<file path="src/rtl/dram_axi_gate.sv">
// dram_axi_gate: admits SoC AXI traffic into a DRAM controller only while it is
// calibrated, quiesces it for controller resets, and rebases addresses into the
// controller's window.
// Optional feature: define DRAM_GATE_PERF_EN to enable the AR/AW burst counters.

package dram_axi_gate_pkg;
  localparam int unsigned AxiAddrWidth = 64;
  localparam int unsigned AxiDataWidth = 64;
  localparam int unsigned AxiIdWidth   = 4;
  localparam int unsigned AxiUserWidth = 2;

  typedef struct packed {
    logic [AxiIdWidth-1:0]   id;
    logic [AxiAddrWidth-1:0] addr;
    logic [7:0]              len;
    logic [2:0]              size;
    logic [1:0]              burst;
    logic [AxiUserWidth-1:0] user;
  } axi_ax_t;

  typedef struct packed {
    logic [AxiDataWidth-1:0]   data;
    logic [AxiDataWidth/8-1:0] strb;
    logic                      last;
    logic [AxiUserWidth-1:0]   user;
  } axi_w_t;

  typedef struct packed {
    logic [AxiIdWidth-1:0]   id;
    logic [1:0]              resp;
    logic [AxiUserWidth-1:0] user;
  } axi_b_t;

  typedef struct packed {
    logic [AxiIdWidth-1:0]   id;
    logic [AxiDataWidth-1:0] data;
    logic [1:0]              resp;
    logic                    last;
    logic [AxiUserWidth-1:0] user;
  } axi_r_t;

  typedef struct packed {
    axi_ax_t aw;
    logic    aw_valid;
    axi_w_t  w;
    logic    w_valid;
    logic    b_ready;
    axi_ax_t ar;
    logic    ar_valid;
    logic    r_ready;
  } axi_req_t;

  typedef struct packed {
    logic   aw_ready;
    logic   ar_ready;
    logic   w_ready;
    axi_b_t b;
    logic   b_valid;
    axi_r_t r;
    logic   r_valid;
  } axi_resp_t;
endpackage

// The struct type parameters default to concrete package types (rather than
// plain logic) so the block elaborates on its own; the field accesses below
// need a real AXI struct.
module dram_axi_gate #(
  parameter int unsigned AddrWidth     = 64,
  parameter int unsigned DramAddrWidth = 30,
  parameter logic [63:0] DramBase      = 64'h8000_0000,
  parameter int unsigned MaxReadTxns   = 8,
  parameter int unsigned MaxWriteTxns  = 8,
  parameter type         axi_req_t     = dram_axi_gate_pkg::axi_req_t,
  parameter type         axi_resp_t    = dram_axi_gate_pkg::axi_resp_t
) (
  input  logic        clk_i,
  input  logic        rst_ni,
  input  logic        calib_done_i,
  input  logic        flush_req_i,
  output logic        flush_ack_o,
  output logic        calib_lost_o,
  input  axi_req_t    slv_req_i,
  output axi_resp_t   slv_rsp_o,
  output axi_req_t    mst_req_o,
  input  axi_resp_t   mst_rsp_i,
  output logic [31:0] rd_bursts_o,
  output logic [31:0] wr_bursts_o
);

  // Outstanding-burst counters only need to reach 255.
  localparam int unsigned CntWidth = 8;

  typedef enum logic [1:0] {
    WAIT_CALIB = 2'd0,
    ACTIVE     = 2'd1,
    DRAIN      = 2'd2,
    FLUSHED    = 2'd3
  } state_e;

  state_e               state;
  logic [CntWidth-1:0]  rd_cnt;
  logic [CntWidth-1:0]  wr_cnt;
  logic                 aw_open;
  logic                 ar_open;
  logic                 aw_hs;
  logic                 ar_hs;
  logic                 b_hs;
  logic                 r_last_hs;
  logic [AddrWidth-1:0] aw_off;
  logic [AddrWidth-1:0] ar_off;

  // New bursts are admitted only while calibrated and below the outstanding limit.
  always_comb begin
    aw_open = rst_ni && (state == ACTIVE) && (wr_cnt < CntWidth'(MaxWriteTxns));
    ar_open = rst_ni && (state == ACTIVE) && (rd_cnt < CntWidth'(MaxReadTxns));
    aw_off  = slv_req_i.aw.addr - AddrWidth'(DramBase);
    ar_off  = slv_req_i.ar.addr - AddrWidth'(DramBase);
  end

  // Zero-latency forwarding; only address channels are gated and rebased.
  always_comb begin
    mst_req_o          = slv_req_i;
    mst_req_o.aw.addr  = AddrWidth'(aw_off[DramAddrWidth-1:0]);
    mst_req_o.ar.addr  = AddrWidth'(ar_off[DramAddrWidth-1:0]);
    mst_req_o.aw_valid = slv_req_i.aw_valid & aw_open;
    mst_req_o.ar_valid = slv_req_i.ar_valid & ar_open;
    mst_req_o.w_valid  = slv_req_i.w_valid & rst_ni;

    slv_rsp_o          = mst_rsp_i;
    slv_rsp_o.aw_ready = mst_rsp_i.aw_ready & aw_open;
    slv_rsp_o.ar_ready = mst_rsp_i.ar_ready & ar_open;
    slv_rsp_o.w_ready  = mst_rsp_i.w_ready & rst_ni;
    slv_rsp_o.b.user   = '0;
    slv_rsp_o.r.user   = '0;
  end

  // Handshakes that open and close bursts on the controller side.
  always_comb begin
    aw_hs     = mst_req_o.aw_valid & mst_rsp_i.aw_ready;
    ar_hs     = mst_req_o.ar_valid & mst_rsp_i.ar_ready;
    b_hs      = mst_rsp_i.b_valid & slv_req_i.b_ready;
    r_last_hs = mst_rsp_i.r_valid & slv_req_i.r_ready & mst_rsp_i.r.last;
  end

  // Gate state machine; flush_ack_o is high exactly while in FLUSHED.
  always_ff @(posedge clk_i or negedge rst_ni) begin
    if (!rst_ni) begin
      state        <= WAIT_CALIB;
      flush_ack_o  <= 1'b0;
      calib_lost_o <= 1'b0;
    end else begin
      case (state)
        WAIT_CALIB: begin
          if (calib_done_i && !flush_req_i) state <= ACTIVE;
        end
        ACTIVE: begin
          if (flush_req_i || !calib_done_i) begin
            state <= DRAIN;
            if (!calib_done_i) calib_lost_o <= 1'b1;
          end
        end
        DRAIN: begin
          if ((rd_cnt == '0) && (wr_cnt == '0)) begin
            if (flush_req_i) begin
              state       <= FLUSHED;
              flush_ack_o <= 1'b1;
            end else begin
              state <= WAIT_CALIB;
            end
          end
        end
        FLUSHED: begin
          if (!flush_req_i) begin
            state       <= WAIT_CALIB;
            flush_ack_o <= 1'b0;
          end
        end
        default: begin
          state       <= WAIT_CALIB;
          flush_ack_o <= 1'b0;
        end
      endcase
    end
  end

  // Outstanding burst tracking; open and close on the same edge cancel.
  always_ff @(posedge clk_i or negedge rst_ni) begin
    if (!rst_ni) begin
      wr_cnt <= '0;
      rd_cnt <= '0;
    end else begin
      case ({aw_hs, b_hs})
        2'b10:   wr_cnt <= wr_cnt + CntWidth'(1);
        2'b01:   wr_cnt <= wr_cnt - CntWidth'(1);
        default: wr_cnt <= wr_cnt;
      endcase
      case ({ar_hs, r_last_hs})
        2'b10:   rd_cnt <= rd_cnt + CntWidth'(1);
        2'b01:   rd_cnt <= rd_cnt - CntWidth'(1);
        default: rd_cnt <= rd_cnt;
      endcase
    end
  end

`ifdef DRAM_GATE_PERF_EN
  // Saturating burst counters for performance monitoring.
  always_ff @(posedge clk_i or negedge rst_ni) begin
    if (!rst_ni) begin
      rd_bursts_o <= '0;
      wr_bursts_o <= '0;
    end else begin
      if (ar_hs && (rd_bursts_o != 32'hFFFF_FFFF)) rd_bursts_o <= rd_bursts_o + 32'd1;
      if (aw_hs && (wr_bursts_o != 32'hFFFF_FFFF)) wr_bursts_o <= wr_bursts_o + 32'd1;
    end
  end
`else
  assign rd_bursts_o = '0;
  assign wr_bursts_o = '0;
`endif

`ifndef SYNTHESIS
  logic r_hs;
  assign r_hs = mst_rsp_i.r_valid & slv_req_i.r_ready;

  // Responses must only arrive for bursts this gate let through.
  b_without_write: assert property (@(posedge clk_i) disable iff (!rst_ni)
    b_hs |-> (wr_cnt != '0)) else $error("B handshake with no write outstanding");
  r_without_read: assert property (@(posedge clk_i) disable iff (!rst_ni)
    r_hs |-> (rd_cnt != '0)) else $error("R handshake with no read outstanding");
  wr_underflow: assert property (@(posedge clk_i) disable iff (!rst_ni)
    (b_hs && !aw_hs) |-> (wr_cnt != '0)) else $error("write counter underflow");
  rd_underflow: assert property (@(posedge clk_i) disable iff (!rst_ni)
    (r_last_hs && !ar_hs) |-> (rd_cnt != '0)) else $error("read counter underflow");
`endif

endmodule

</file>
<file path="config.mk">
export PLATFORM = sky130hd
export DESIGN_NAME = dram_axi_gate
export DESIGN_NICKNAME = d
export VERILOG_FILES = /design/src/rtl/dram_axi_gate.sv
export SDC_FILE = /design/constraint.sdc
export NUM_CORES = 1
export LEC_CHECK = 0
export BUFFER_PORTS_ARGS = -buffer_cell sky130_fd_sc_hd__buf_2
export CORE_AREA = 2 2 287 289
export CTS_CLUSTER_DIAMETER = 30
export DETAILED_ROUTE_END_ITERATION = 10
export DIE_AREA = 0 0 289 291
export PLACE_DENSITY_LB_ADDON = 0.3
export SETUP_SLACK_MARGIN = 0.15
export SKIP_CTS_REPAIR_TIMING = 1
export SLEW_MARGIN = 20
export SYNTH_ARGS = -nofsm -noshare
export SYNTH_HDL_FRONTEND = slang
export SYNTH_SLANG_ARGS = --single-unit
</file>
<file path="constraint.sdc">
create_clock -name clk_i -period 6.4 [get_ports clk_i]
set_input_delay 1.92 -clock clk_i [delete_from_list [all_inputs] [get_ports clk_i]]
set_output_delay 1.92 -clock clk_i [all_outputs]
set_load 0.05 [all_outputs]
</file>
==> impl_metrics.ini, run 1 <==
[run_status]
status = complete, no violations

[setup_path]
startpoint_type = input port
worst_path_most_repeated_cell = buf_2
max_stage_delay_ns = 0.33
crit_type = in2out
worstReg2RegStart = wr_cnt[6]
worst_ep_arrival_time_ns = 3.08
required_ns = 4.48
worst-r2r-setup-slack_ns = 3.21
cp-end-kind = output pin
slowest_stage = buf_2
path_max_fanout = 2
crit_chain = buf_2 -> nand3b_1 -> nor2_1 -> and2_1 -> buf_2
rr_worst_depth = 12
r2r-end = wr_cnt[6]

[logic_synthesis]
ys_seq_elements = 20
synth-main-ff-cell = dfrtp_1
synth_edf_count = 0
ys_types = 36
async_flop_share_pct = 100
yosysTopAreaCell = buf_4
syn_area_um2 = 4470
avgSynthCellArea_um2 = 7.96
synth_area_leaders = buf_4 65%, dfrtp_1 11%, ha_1 3.9%
seq_area_frac_synth_pct = 11.2
syn_inst = 562
synth_top_area_share_pct = 65.5
ys_warn_count = 0

[grt]
grt_pass1_wl_um = 12700
grt_overflow = 0
antenna_found_initial = 1
grt_pass1_vias = 1845
globalRouteTotalUtil_pct = 2.15
grt_max_degree = 23

[clock_tree]
worstSkewPairLatency_ns = 0.26
root_buffer = clkbuf_16
cts_buffer_depth = 2
htree_levels = 1
cts_sinks = 20
clk_pin_slew_ns = 0.06
cts_tree = built
cts_made_buffers = 3

[route]
first_iter_violations = 63
drcViolationCount = 0
wl_per_cell_um = 7.23
final_antenna_net_count = 0
viasPerCell = 1.48
routed_wl_um = 10200
vias = 2083
dr.pass1.iters = 4

[finish]
fin_area_um2 = 3610
fin_nets = 688
syn2layout_area_growth_pct = -19.4
antenna_cells = 0
fin_util_pct = 4.44
drive_gt1_share_pct = 11.9

[placed_design]
dp_hpwl_um = 8450
gp_congestion = 0.650
port_buffers = 27
place_area_um2 = 3520

[floorplanning]
ios = 734
die_w_um = 289
rows = 105
die_h_um = 291
core_area_um2 = 81200
dieArea_um2 = 84100
start_util_pct = 5.51

[timing]
grt_setup_unrepaired = false
fin_crit_ns = 5.00
fin_tns_setup_ns = 0
slew_headroom_pct = 61.3
slew_viol_final = 0
max_freq_mhz = 200
fin_crit_sh_pct = 78.0
final.setup_skew_ns = 0.00722
setup_violations = 0
hold_viol_final = 0
tightestPinTransition_ns = 0.580

[hold_path]
whs_path_depth = 1
hp-start = calib_lost_o
hp-class = reg2reg
hold_end = calib_lost_o

[job]
cap_violations = 0

[power_and_ir_drop]
peakVddDrop_mv = 0.101
leakage_nw = 1.29
powerDensity_nw_per_um2 = 254
==> layout make-up <==
type                       count  area [um^2]
fill                        9672        77600
sequential                    20          500
tap                         1070         1340
clock buffer                   4         88.8
timing repair buffer          28          143
inverter                       6         22.5
multi-input combinational    277         1510
==> cells by family (layout without fill, tap and decap cells) <==
family          Yosys count  count (layout)  synth area share, %
compound gates           50              50                 8.03
mux                       3               3                0.671
simple gates             63              63                 7.16
flops                    20              20                 11.2
other cells               1             136               0.0838
fa+ha+maj                16              16                 4.81
buf+inv                 400              38                 66.3
xor+xnor                  9               9                 1.76
==> cell usage after synthesis, types with 2 or more instances <==
library cell / instances
nor3b_1: 3
dfrtp_1: 20
a211oi_1: 3
o31a_1: 2
ha_1: 14
xnor2_1: 4
nor3_1: 8
a21o_1: 4
o21a_1: 6
a32o_1: 2
inv_1: 6
xor2_1: 5
a31oi_1: 2
nor2_1: 14
clkbuf_1: 3
o21ai_0: 12
and2_1: 8
o31ai_1: 3
o21bai_1: 4
a21oi_1: 7
nor4_1: 3
mux2i_1: 3
buf_4: 390
nor2b_4: 2
fa_1: 2
a211oi_2: 3
and3_1: 2
nand2_1: 19
==> how the worst max path moves through the flow <==
stage | from | end | slack [ns] | depth (start not counted)
2_1_floorplan | rst_ni | slv_rsp_o[85] | 1.92 | 3
5_1_grt | rst_ni | mst_req_o[162] | 1.19 | 5
3_5_place_dp | rst_ni | mst_req_o[162] | 1.23 | 5
4_1_cts | rst_ni | mst_req_o[162] | 1.22 | 5
6_report | rst_ni | mst_req_o[162] | 1.40 | 5
3_3_place_gp | rst_ni | mst_req_o[162] | 1.23 | 5
==> placed cells by master (no fill, tap or decap), drive strengths merged <==
cell	synthesis	final
nor2b	2	2
o221a	1	1
a21o	4	4
xor2	5	5
inv	6	6
and3	2	2
and2	8	8
dfrtp	20	20
conb	1	136
a211oi	6	6
nor4	3	3
xnor2	4	4
a221oi	1	1
buf	391	28
a32o	2	2
nand3b	1	1
nor3b	3	3
or2	1	1
mux2i	3	3
o31ai	3	3
o21a	6	6
nor2	14	14
a21oi	7	7
nand2	19	19
nand3	1	1
nand2b	1	1
o21bai	4	4
nor3	8	8
a31oi	2	2
o21ai	12	12
clkbuf	3	4
o31a	2	2
ha	14	14
fa	2	2
==> layer usage <==
layer | vias to the layer above | GRT usage, % | share of wire (%)
li1 | 812 | - | -
met1 | 870 | 1.56 | 25
met5 | - | 0.407 | 0.61
met4 | 4 | 2.78 | 14
met2 | 283 | 2.27 | 36
met3 | 114 | 2.80 | 25
==> registers in the layout, summed over array words and instances, names as in the netlist <==
name / count
wr_cnt: 8
flush_ack_o: 1
rd_cnt: 8
state: 2
calib_lost_o: 1
==> where the power goes <==
group | switching [mW] | leakage (nW) | internal [mW] | total, mW
Combinational | 0.373 | 1.01 | 0.157 | 0.530
Sequential | 0.0569 | 0.242 | 0.185 | 0.242
Clock | 0.0507 | 0.0442 | 0.0954 | 0.146
==> critical path, delay by kind of cell <==
family,cells,cell delay [ns]
buffers and inverters,2,0.46
and+or+nand+nor,3,0.69
==> stage by stage <==
step | power [mW] | hold WS (ns) | std cells | worst slack (ns)
after global placement | 0.773 | 0.449 | 1401 | 1.23
after CTS | 0.926 | 0.471 | 1405 | 1.22
after detailed placement | 0.773 | 0.454 | 1401 | 1.23
after floorplan | 1.18 | 0.478 | 697 | 1.92
final | 0.917 | 0.467 | 1405 | 1.40
after global routing | 0.998 | 0.489 | 1405 | 1.19
Power figures use the tool's default switching activity.
==> run 2: changes to the inputs <==
- CORE_AREA: 2 2 287 289 -> 2 2 286 288
- DIE_AREA: 0 0 289 291 -> 0 0 288 290
- clock period: 6.4 -> 4.4 ns (I/O delays scaled with it)
==> run 2 against run 1 <==
  * Final area fell by 0.35%
  * Via count is 1.4% lower
  * Core utilization barely moved
  * Non-clock buffer count stayed put
  * Hold slack worse by 0.0087 ns
  * Sequential cell count unchanged
  * First-iteration DRC count fell by 11%
  * Largest power group unchanged
  * Power up 45%
  * Largest cell class unchanged
==> impl_metrics.ini, run 2 (same netlist as run 1, synthesis figures left out) <==
[floorplanning]
rows = 104
die_h_um = 290
die_w_um = 288
core_area_um2 = 80200
ios = 734
start_util_pct = 5.58
dieArea_um2 = 83500

[power_and_ir_drop]
switching_share_pct = 52.2
leakage_nw = 1.29
seqPwrFrac_pct = 26.3
p_int_mw = 0.635
power_frac_clock_pct = 16.1
peakVddDrop_mv = 0.110
powerDensity_nw_per_um2 = 370
p_sw_mw = 0.693
combPwrFrac_pct = 57.6
total_power_mw = 1.33

[finish]
drive_gt1_share_pct = 11.9
final_common_cell = conb_1
antenna_cells = 0
fin_nets = 688
fin_area_um2 = 3590
num-fill-cells = 9576
syn2layout_area_growth_pct = -19.6
final_cell_mix = 136 x conb_1, 27 x buf_2, 20 x dfrtp_1
top_regs = rd_cnt: 8 flops, wr_cnt: 8 flops, state: 2 flops

[route]
routed_wl_um = 9610
first_iter_violations = 56
drcViolationCount = 0
viasPerCell = 1.47
final_antenna_net_count = 0
wl_per_cell_um = 6.89
dr.pass1.iters = 4
vias = 2053

[grt]
antenna_found_initial = 0
grt_max_degree = 23
grt_overflow = 0
globalRouteTotalUtil_pct = 2.12
grt_pass1_wl_um = 12600
grt_pass1_vias = 1937

[clock_tree]
clk_pin_slew_ns = 0.06
cts_made_buffers = 3
worstSkewPairLatency_ns = 0.26
cts_buffer_depth = 2
root_buffer = clkbuf_16
cts_tree = built
cts_sinks = 20
htree_levels = 1

[timing]
final.setup_skew_ns = 0.00236
max_freq_mhz = 286
tightestPinTransition_ns = 0.565
fin_crit_ns = 3.49
setup_violations = 0
slew_headroom_pct = 62.3
grt_setup_unrepaired = false
fin_crit_sh_pct = 79.4
slew_viol_final = 0
fin_tns_setup_ns = 0
hold_viol_final = 0

[setup_path]
startpoint_type = input port
cp-end-kind = register
worst_ep_arrival_time_ns = 3.64
max_stage_delay_ns = 0.42
required_ns = 4.55
crit_type = in2reg
critPathTopFamily = compound AO/OA/AOI/OAI gates
worst-path-buf-inv = 1
path_max_fanout = 10
slowest_stage = ha_1
crit_chain = buf_2 -> nand3b_1 -> nor2_1 -> and2_1 -> nand2_1 -> ha_1 -> ha_1 -> a211oi_2 -> nor2_1 -> a31oi_1 -> mux2i_1 -> a32o_1

[run_status]
status = complete, no violations

[placed_design]
dp_hpwl_um = 7970
place_area_um2 = 3510
port_buffers = 27
gp_congestion = 0.675

[job]
cap_violations = 0

[hold_path]
hp-class = reg2reg
run 2: cell counts in the layout (fill, tap and decap cells not counted):
No cell type changed its count.
run 2: cell type report:
| type | instances | area, um^2 | area share, % |
|---|---|---|---|
| multi-input combinational | 277 | 1510 | 42.1 |
| tap | 1060 | 1330 | 36.9 |
| sequential | 20 | 500 | 13.9 |
| timing repair buffer | 28 | 143 | 3.97 |
| clock buffer | 4 | 88.8 | 2.47 |
| inverter | 6 | 22.5 | 0.627 |
run 2: metal layers:
layer | GRT usage (%) | share of wire (%)
met5 | 0.640 | 0
met4 | 2.92 | 14
met2 | 2.49 | 38
met3 | 2.44 | 24
met1 | 1.43 | 24
run 2: final timing paths:
path                       cells after the start  slack, ns          from           end
max                                           12       0.91        rst_ni     wr_cnt[7]
min in group asynchronous                      2       1.07        rst_ni   flush_ack_o
min reg2reg                                    1       0.46  calib_lost_o  calib_lost_o
max reg2reg                                   12       1.45     wr_cnt[6]     wr_cnt[7]
min                                            1       0.46  calib_lost_o  calib_lost_o
max in group asynchronous                      2       3.09        rst_ni     rd_cnt[6]
run 2: power groups by stage:
| stage | combinational (mW) | sequential (mW) | clock [mW] |
|---|---|---|---|
| floorplan | 1.36 | 0.353 | 0 |
| global placement | 0.769 | 0.355 | 0 |
| detailed placement | 0.768 | 0.354 | 0 |
| CTS | 0.769 | 0.351 | 0.223 |
| global route | 0.845 | 0.364 | 0.231 |
| finish | 0.765 | 0.350 | 0.213 |
run 2: worst register-to-register path, cell delays in order (launching register included):
cell and delay (ns):
dfrtp_1 0.41, nor3_1 0.23, nand2_1 0.13, nor2_1 0.12, and2_1 0.16, nand2_1 0.09, ha_1 0.34, ha_1 0.40
o21ai_0 0.24, nor2_1 0.12, a31oi_1 0.24, mux2i_1 0.11, a32o_1 0.25
run 2: stage by stage:
step	setup slack (ns)	hold WS (ns)	std cells	util (%)
global route	0.601	0.509	1395	4.48
CTS	0.846	0.462	1395	4.48
floorplan	0.675	0.478	697	-
finish	0.908	0.458	1395	4.48
detailed placement	0.574	0.446	1391	4.37
global placement	0.606	0.448	1391	4.37
==> run 3: changes to the inputs <==
- CORE_AREA: 2 2 286 288 -> 2 2 288 290
- DIE_AREA: 0 0 288 290 -> 0 0 290 292
- clock period: 4.4 -> 3.5 ns (I/O delays scaled with it)
==> run 3 against run 2 <==
  * Routed wire length is 6.4% higher
  * Critical path depth shrank 8
  * Via count increased by 3.9%
  * Die area increased by 1.4%
  * Largest power group unchanged
  * Setup slack lost 0.60 ns
  * Final area rose by 6.0%
  * Register-to-register slack worse by 0.82 ns
  * Sequential share of layout area down 0.79 points
  * Highest routed layer is now met5
  * Sequential cell count unchanged
  * Clock skew about the same
  * Critical path type is now in2out
  * Hold slack better by 0.015 ns
==> impl_metrics.ini, run 3 (same netlist as run 1, synthesis figures left out) <==
[setup_path]
cp-end-kind = output pin
required_ns = 2.45
startpoint_type = input port
worst_ep_arrival_time_ns = 2.14
path_max_fanout = 22
crit_type = in2out

[route]
viasPerCell = 1.49
first_iter_violations = 67
routed_wl_um = 10200
final_antenna_net_count = 0
vias = 2133
dr.pass1.iters = 4
drcViolationCount = 0
wl_per_cell_um = 7.17

[timing]
fin_ws_ns = 0.307
final.setup_skew_ns = 0.00214
setup_violations = 0
grt_setup_unrepaired = true
fin_crit_sh_pct = 91.2
slew_viol_final = 0
hold_viol_final = 0
fin_tns_setup_ns = 0
whs_ns = 0.473
fin_crit_ns = 3.19
max_freq_mhz = 313

[floorplanning]
die_w_um = 290
start_util_pct = 5.48
ios = 734
dieArea_um2 = 84700
core_area_um2 = 81600
rows = 105
die_h_um = 292

[hold_path]
hp-class = reg2reg

[finish]
num-fill-cells = 9680
multiInputGateArea_um2 = 1540
syn2layout_area_growth_pct = -14.8
drive_gt1_share_pct = 19.6
antenna_cells = 0
final_common_cell = conb_1
layout.cells.non_filler = 1427
top_regs = rd_cnt: 8 flops, wr_cnt: 8 flops, state: 2 flops
fin_nets = 710
regArea_um2 = 500
final_cell_mix = 136 x conb_1, 27 x buf_2, 23 x buf_4

[clock_tree]
cts_tree = built
cts_made_buffers = 3
worstSkewPairLatency_ns = 0.26
cts_buffer_depth = 2
cts_sinks = 20
root_buffer = clkbuf_16
clk_pin_slew_ns = 0.07
htree_levels = 1

[grt]
grt_max_degree = 23
grt_overflow = 0
antenna_found_initial = 0
grt_pass1_wl_um = 13300
globalRouteTotalUtil_pct = 2.12
grt_pass1_vias = 2042

[power_and_ir_drop]
power_frac_clock_pct = 17.8
seqPwrFrac_pct = 23.9
p_sw_mw = 0.919
powerDensity_nw_per_um2 = 488
switching_share_pct = 49.5
peakVddDrop_mv = 0.215
p_int_mw = 0.939
leakage_nw = 1.41
combPwrFrac_pct = 58.3
total_power_mw = 1.86

[job]
cap_violations = 0

[placed_design]
gp_congestion = 0.653
port_buffers = 27
dp.cells = 1423
detailedPlace.worstSlack_ns = -0.0456
dp_hpwl_um = 8450

[run_status]
status = complete, no violations
==> run 3: worst paths after layout <==
kind	from	cells past startpoint	to	slack, ns
max in group asynchronous	rst_ni	2	rd_cnt[1]	2.40
worst max-delay path	rst_ni	4	mst_req_o[86]	0.31
worst min-delay path	calib_lost_o	1	calib_lost_o	0.47
worst max register to register	rd_cnt[7]	12	rd_cnt[6]	0.63
min in group asynchronous	rst_ni	2	wr_cnt[6]	0.83
worst min register to register	calib_lost_o	1	calib_lost_o	0.47
==> run 3: final cells by class <==
class | instances | area share, %
Multi-Input combinational cell | 277 | 40.3
Tap cell | 1070 | 35.1
Inverter | 6 | 0.591
Timing Repair Buffer | 50 | 8.08
Clock inverter | 1 | 0.788
Clock buffer | 3 | 1.97
Sequential cell | 20 | 13.1
==> run 3: layer usage <==
layer / routed length [um] / global-route usage [%] / vias to the layer above
li1: - / - / 858
met1: 2790 / 1.66 / 858
met2: 4370 / 2.93 / 327
met3: 2210 / 2.10 / 88
met4: 803 / 2.05 / 2
met5: 60 / 0.510 / -
==> run 3: power by group through the flow <==
| stage | sequential [mW] | clock, mW | combinational, mW |
|---|---|---|---|
| 2_1_floorplan | 0.444 | 0 | 1.71 |
| 3_3_place_gp | 0.450 | 0 | 1.08 |
| 3_5_place_dp | 0.446 | 0 | 1.08 |
| 4_1_cts | 0.444 | 0.339 | 1.08 |
| 6_report | 0.444 | 0.332 | 1.08 |
| 5_1_grt | 0.463 | 0.345 | 1.19 |
==> run 3: stage by stage <==
step	utilization, %	cell area [um^2]
5_1_grt	4.67	3810
4_1_cts	4.65	3790
6_report	4.67	3810
3_3_place_gp	4.52	3690
3_5_place_dp	4.52	3690
2_1_floorplan	-	4980
==> run 3: worst max-delay path, cell delays in order <==
cell and delay, ns:
buf_2 0.11, buf_4 0.34, and2_1 0.32, buf_2 0.32
